--- config.mk ---
export PLATFORM = sky130hd
export DESIGN_NAME = mux_scan_sequencer
export DESIGN_NICKNAME = d
export VERILOG_FILES = /design/src/rtl/mux_scan_pkg.sv /design/src/rtl/next_channel_finder.sv /design/src/rtl/mux_scan_sequencer.sv
export SDC_FILE = /design/constraint.sdc
export NUM_CORES = 1
export LEC_CHECK = 0
export CAP_MARGIN = 20
export CORE_ASPECT_RATIO = 1.75
export CORE_MARGIN = 2
export CORE_UTILIZATION = 30
export DETAILED_ROUTE_END_ITERATION = 8
export MAX_ROUTING_LAYER = met4
export PLACE_DENSITY = 0.51
export RECOVER_POWER = 50
export SLEW_MARGIN = 20
export SYNTH_ARGS = -nofsm -noshare
export SYNTH_HDL_FRONTEND = slang
export SYNTH_SLANG_ARGS = --single-unit
--- constraint.sdc ---
create_clock -name clk -period 5.4 [get_ports clk]
set_clock_uncertainty 0.05 [all_clocks]
set_input_delay 1.08 -clock clk [delete_from_list [all_inputs] [get_ports clk]]
set_output_delay 1.08 -clock clk [all_outputs]
set_load 0.05 [all_outputs]
--- src/rtl/mux_scan_pkg.sv ---
// Shared constants and state encoding for the mux scan sequencer.
package mux_scan_pkg;
    localparam int SEL_W         = 3;
    localparam int NUM_CH        = 2 ** SEL_W;
    localparam int DWELL_W_DEF   = 8;

    typedef enum logic [1:0] {
        ST_IDLE  = 2'd0,
        ST_SEEK  = 2'd1,
        ST_DWELL = 2'd2
    } scan_state_e;
endpackage

--- src/rtl/next_channel_finder.sv ---
// Combinational priority search: lowest set mask bit at or above from_idx.
module next_channel_finder
    import mux_scan_pkg::*;
(
    input  logic [NUM_CH-1:0] mask,
    input  logic [SEL_W-1:0]  from_idx,
    output logic              found,
    output logic [SEL_W-1:0]  idx
);
    logic [NUM_CH-1:0] cand;

    generate
        for (genvar gi = 0; gi < NUM_CH; gi++) begin : g_cand
            assign cand[gi] = mask[gi] && (SEL_W'(gi) >= from_idx);
        end
    endgenerate

    // Walk downward so the lowest candidate is the last one written.
    always_comb begin
        found = 1'b0;
        idx   = '0;
        for (int i = NUM_CH - 1; i >= 0; i--) begin
            if (cand[i]) begin
                found = 1'b1;
                idx   = SEL_W'(i);
            end
        end
    end
endmodule

--- src/rtl/mux_scan_sequencer.sv ---
// Walks a latched channel mask, driving mux select/enable with a programmable dwell
// and a one-cycle break-before-make gap between channels.
module mux_scan_sequencer
    import mux_scan_pkg::*;
#(
    parameter int DWELL_W = DWELL_W_DEF
) (
    input  logic               clk,
    input  logic               rst_n,
    input  logic               start,
    input  logic               stop,
    input  logic [NUM_CH-1:0]  ch_mask,
    input  logic [DWELL_W-1:0] dwell,
    input  logic               continuous,
    output logic [SEL_W-1:0]   select,
    output logic               enable,
    output logic               sample_stb,
    output logic               busy,
    output logic               done
);
    scan_state_e        state_q;
    logic [NUM_CH-1:0]  mask_q;
    logic [DWELL_W-1:0] dwell_q;
    logic [DWELL_W-1:0] cnt_q;
    logic               cont_q;
    logic [SEL_W-1:0]   search_idx_q;
    logic [SEL_W-1:0]   select_q;
    logic               enable_q;
    logic               stb_q;
    logic               busy_q;
    logic               done_q;

    logic               seek_found;
    logic [SEL_W-1:0]   seek_idx;
    logic               above_found;
    logic [SEL_W-1:0]   above_idx;
    logic [SEL_W-1:0]   above_from_d;
    logic               more_above_d;

    next_channel_finder u_seek (
        .mask     (mask_q),
        .from_idx (search_idx_q),
        .found    (seek_found),
        .idx      (seek_idx)
    );

    // The +1 index wraps at the top channel, so the top channel never has anything above.
    assign above_from_d = select_q + SEL_W'(1);
    assign more_above_d = above_found && (select_q != SEL_W'(NUM_CH - 1));

    next_channel_finder u_above (
        .mask     (mask_q),
        .from_idx (above_from_d),
        .found    (above_found),
        .idx      (above_idx)
    );

    always_ff @(posedge clk or negedge rst_n) begin
        if (!rst_n) begin
            state_q      <= ST_IDLE;
            mask_q       <= '0;
            dwell_q      <= '0;
            cnt_q        <= '0;
            cont_q       <= 1'b0;
            search_idx_q <= '0;
            select_q     <= '0;
            enable_q     <= 1'b0;
            stb_q        <= 1'b0;
            busy_q       <= 1'b0;
            done_q       <= 1'b0;
        end else begin
            done_q <= 1'b0;
            case (state_q)
                ST_IDLE: begin
                    if (start && !stop && (ch_mask != '0)) begin
                        mask_q       <= ch_mask;
                        dwell_q      <= dwell;
                        cont_q       <= continuous;
                        search_idx_q <= '0;
                        busy_q       <= 1'b1;
                        state_q      <= ST_SEEK;
                    end
                end
                ST_SEEK: begin
                    if (stop || !seek_found) begin
                        busy_q  <= 1'b0;
                        state_q <= ST_IDLE;
                    end else begin
                        select_q <= seek_idx;
                        enable_q <= 1'b1;
                        cnt_q    <= dwell_q;
                        stb_q    <= (dwell_q == '0);
                        state_q  <= ST_DWELL;
                    end
                end
                ST_DWELL: begin
                    if (stop) begin
                        enable_q <= 1'b0;
                        stb_q    <= 1'b0;
                        busy_q   <= 1'b0;
                        state_q  <= ST_IDLE;
                    end else if (cnt_q != '0) begin
                        cnt_q <= cnt_q - DWELL_W'(1);
                        stb_q <= (cnt_q == DWELL_W'(1));
                    end else begin
                        enable_q <= 1'b0;
                        stb_q    <= 1'b0;
                        if (more_above_d) begin
                            search_idx_q <= above_from_d;
                            state_q      <= ST_SEEK;
                        end else if (cont_q) begin
                            search_idx_q <= '0;
                            state_q      <= ST_SEEK;
                        end else begin
                            busy_q  <= 1'b0;
                            done_q  <= 1'b1;
                            state_q <= ST_IDLE;
                        end
                    end
                end
                default: begin
                    enable_q <= 1'b0;
                    stb_q    <= 1'b0;
                    busy_q   <= 1'b0;
                    state_q  <= ST_IDLE;
                end
            endcase
        end
    end

    assign select     = select_q;
    assign enable     = enable_q;
    assign sample_stb = stb_q;
    assign busy       = busy_q;
    assign done       = done_q;

    logic unused_above;
    assign unused_above = ^above_idx;
endmodule

==> results.sh <==
export IMPL_synth_net_count=242
export IMPL_insertion_delay_ns=0.28
export IMPL_hold_viol=0
export IMPL_cts_sinks=37
export IMPL_slowest_stage="dlygate4sd3_1"
export IMPL_swShare=0.413
export IMPL_ys_flop_type="dfrtp_1"
export IMPL_worstHoldStart="cont_q$_DFFE_PN0P_"
export IMPL_cts_root_buf="clkbuf_16"
export IMPL_drtPass1Iterations=4
export IMPL_setup_violations=0
export IMPL_die_x_um=67.6
export IMPL_dpl_hpwl_um=3810
export IMPL_synth_top_family_by_area="compound AO/OA/AOI/OAI gates"
export IMPL_synthesis_area_mm2=0.00212
export IMPL_r2r_start="state_q[0]$_DFFE_PN0P_"
export IMPL_initial_core_util=0.310
export IMPL_max_freq_mhz=325
export IMPL_cts_tree="built"
export IMPL_max_vdd_ir_drop_mv=0.219
export IMPL_io_pin_count=28
export IMPL_path_max_fanout=17
export IMPL_grt_first_pass_wirelength_um=8700
export IMPL_drive_above_1_share=0.137
export IMPL_drv_cap=1
export IMPL_seq_area_um2=926
export IMPL_fin_crit_sh=0.570
export IMPL_place_ws_ns=2.02
export IMPL_tightest_slew_ns=2.08
export IMPL_synthSimpleGateAreaFrac=0.158
export IMPL_die_area_mm2=0.00780
export IMPL_synth_seq_cells=37
export IMPL_routedWlPerCell_um=15.8
export IMPL_antenna_found_initial=0
export IMPL_post_cts_setup_buffer_count=0
export IMPL_leakagePower_nw=1.09
export IMPL_fill_cells=688
export IMPL_syn_area_per_cell_um2=10.1
export IMPL_diodes=0
export IMPL_place_congestion=0.849
export IMPL_worstPathArrival_ns=3.19
export IMPL_core_mm2=0.00686
export IMPL_synthAdderAreaFrac=0.0589
export IMPL_synth_cell_type_count=43
export IMPL_worstSetupStartpointType="primary input"
export IMPL_path_cells="dlygate4sd3_1, nand2b_1, a21oi_1, nand2_1, mux2_2"
export IMPL_overflow=0
export IMPL_grt_max_degree=38
export IMPL_cts_resized=0
export IMPL_layout_nets=272
export IMPL_cts_buffer_depth=2
export IMPL_vias_per_cell=5.19
export IMPL_power_mw=1.56
export IMPL_post_route_worst_setup_slack_ns=2.32
export IMPL_synthXorXnorAreaFrac=0
export IMPL_drt_total_wl_um=5140
export IMPL_holdPathEnd="done$_DFF_PN0_"
export IMPL_synth_compound_area_frac=0.189
export IMPL_yosys_warnings=0
export IMPL_syn_inst=211
export IMPL_ctsHoldBuffers=0
export IMPL_slowest_delay_ns=0.61
export IMPL_cts_htree_levels=2
export IMPL_multi_input_area_mm2=0.00111
export IMPL_clk_pin_slew_ns=0.05
export IMPL_period_needed_ns=3.08
export IMPL_rr_endpoint="cnt_q[7]$_DFFE_PN0P_"
export IMPL_r2r_slack_ns=2.80
export IMPL_path_class="in2reg"
export IMPL_io_buffers=27
export IMPL_grt_pass1_vias=1766
export IMPL_switchingPower_mw=0.644
export IMPL_crit_buf_inv=1
export IMPL_endpoint_kind="register"
export IMPL_cp_startpoint="stop"
export IMPL_rr_worst_depth=8
export IMPL_seqPwrFrac=0.359
export IMPL_fp_dieH_um=115
export IMPL_rows=40
export IMPL_yosysSeqAreaShare=0.436
export IMPL_p_int_mw=0.914
export IMPL_muxShareOfSynthArea=0.118
export IMPL_numCtsBuffers=5
export IMPL_drc=0
export IMPL_outcome="complete, but fails checks"
export IMPL_synth_edf_count=0
export IMPL_relSlewSlack=-0.388
export IMPL_p_clk_frac=0.185
export IMPL_pwr_share_comb=0.456
export IMPL_hold_depth=1
export IMPL_violations="max-capacitance violations, max-slew violations"
export IMPL_grtUsageTotal=0.157
export IMPL_async_flop_share=1.00
export IMPL_rsz0062_at_grt="no"
export IMPL_finalSetupTns_ns=0
export IMPL_slew_viol_final=38
export IMPL_postRouteAntennaNets=0
export IMPL_cp_top_family="simple AND/OR/NAND/NOR gates"
export IMPL_layout_commonest_cell="dfrtp_1"
export IMPL_required_ns=5.51
export IMPL_area_delta_synth_final_pct=23.3
export IMPL_final_cell_mix="dfrtp_1, clkdlybuf4s50_1, inv_1"
export IMPL_worstHoldPathType="reg2reg"
export IMPL_power_density_mw_per_mm2=595
export IMPL_dr_first_iter_drc_count=61
export IMPL_vias=1687
sequential cells by signal (all words and copies together) (netlist names), 2 cells and up:
name          cells
mask_q            8
cnt_q             8
search_idx_q      3
select            3
state_q           2
dwell_q           8
power by group through the flow:
stage	combinational, mW	clock [mW]	sequential (mW)
floorplan	0.503	0	0.568
finish	0.710	0.288	0.559
global placement	0.706	0	0.562
CTS	0.718	0.299	0.559
global route	0.801	0.313	0.581
detailed placement	0.718	0	0.563
cell usage after synthesis, drive strengths merged (3+ instances only):
cell type  instances  area [um^2]
nand3b             3         35.0
nor3b              4         30.0
clkbuf             3         11.3
o31ai              3         22.5
nor2              16         60.1
nand3              7         35.0
inv               18         67.6
o21ai             17         85.1
a21oi              9         45.0
ha                10          125
a21o               4         30.0
dfrtp             37          926
a221oi             7         61.3
nor4               4         25.0
nand2             15         56.3
nor2b              6         37.5
mux2              21          251
routing by layer:
metal	routed length, um	vias to the layer above	share of wire	track usage
li1	-	825	-	-
met1	2010	826	0.39	0.164
met2	2860	30	0.56	0.276
met3	167	6	0.033	0.0323
met4	92	0	0.018	0.0707
met5	0	-	0	-
worst max-delay path by stage:
stage                                       end  slack [ns]  depth (start not counted)
after global placement    mask_q[2]$_DFFE_PN0P_        2.04                          5
after global routing      mask_q[0]$_DFFE_PN0P_        2.19                          5
final                     mask_q[2]$_DFFE_PN0P_        2.32                          5
after CTS                 mask_q[2]$_DFFE_PN0P_        2.32                          5
after floorplan                busy$_DFFE_PN0P_        2.84                          8
after detailed placement  mask_q[2]$_DFFE_PN0P_        2.02                          5
cells by family (layout without fill, tap and decap cells):
logic type | Yosys count | in the layout
mux | 21 | 21
simple gates | 63 | 63
buf+inv | 22 | 52
compound gates | 58 | 58
fa+ha+maj | 10 | 10
flops | 37 | 37
final cells by class:
class                   instances  area share
multi-input cells             152       0.426
flip-flops and latches         37       0.353
repair buffers                 27       0.101
clock buffers                   7      0.0544
well taps                      84      0.0401
inverters                      18      0.0258
per-stage QoR:
stage	instance area, um^2	hold WS, ns	util	cells
after floorplan	2120	0.393	-	211
after global placement	2480	0.452	0.361	318
after detailed placement	2480	0.461	0.361	318
after CTS	2620	0.474	0.382	325
after global routing	2620	0.489	0.382	325
final	2620	0.466	0.382	325
Note: power is estimated with default switching activity, not from simulation.
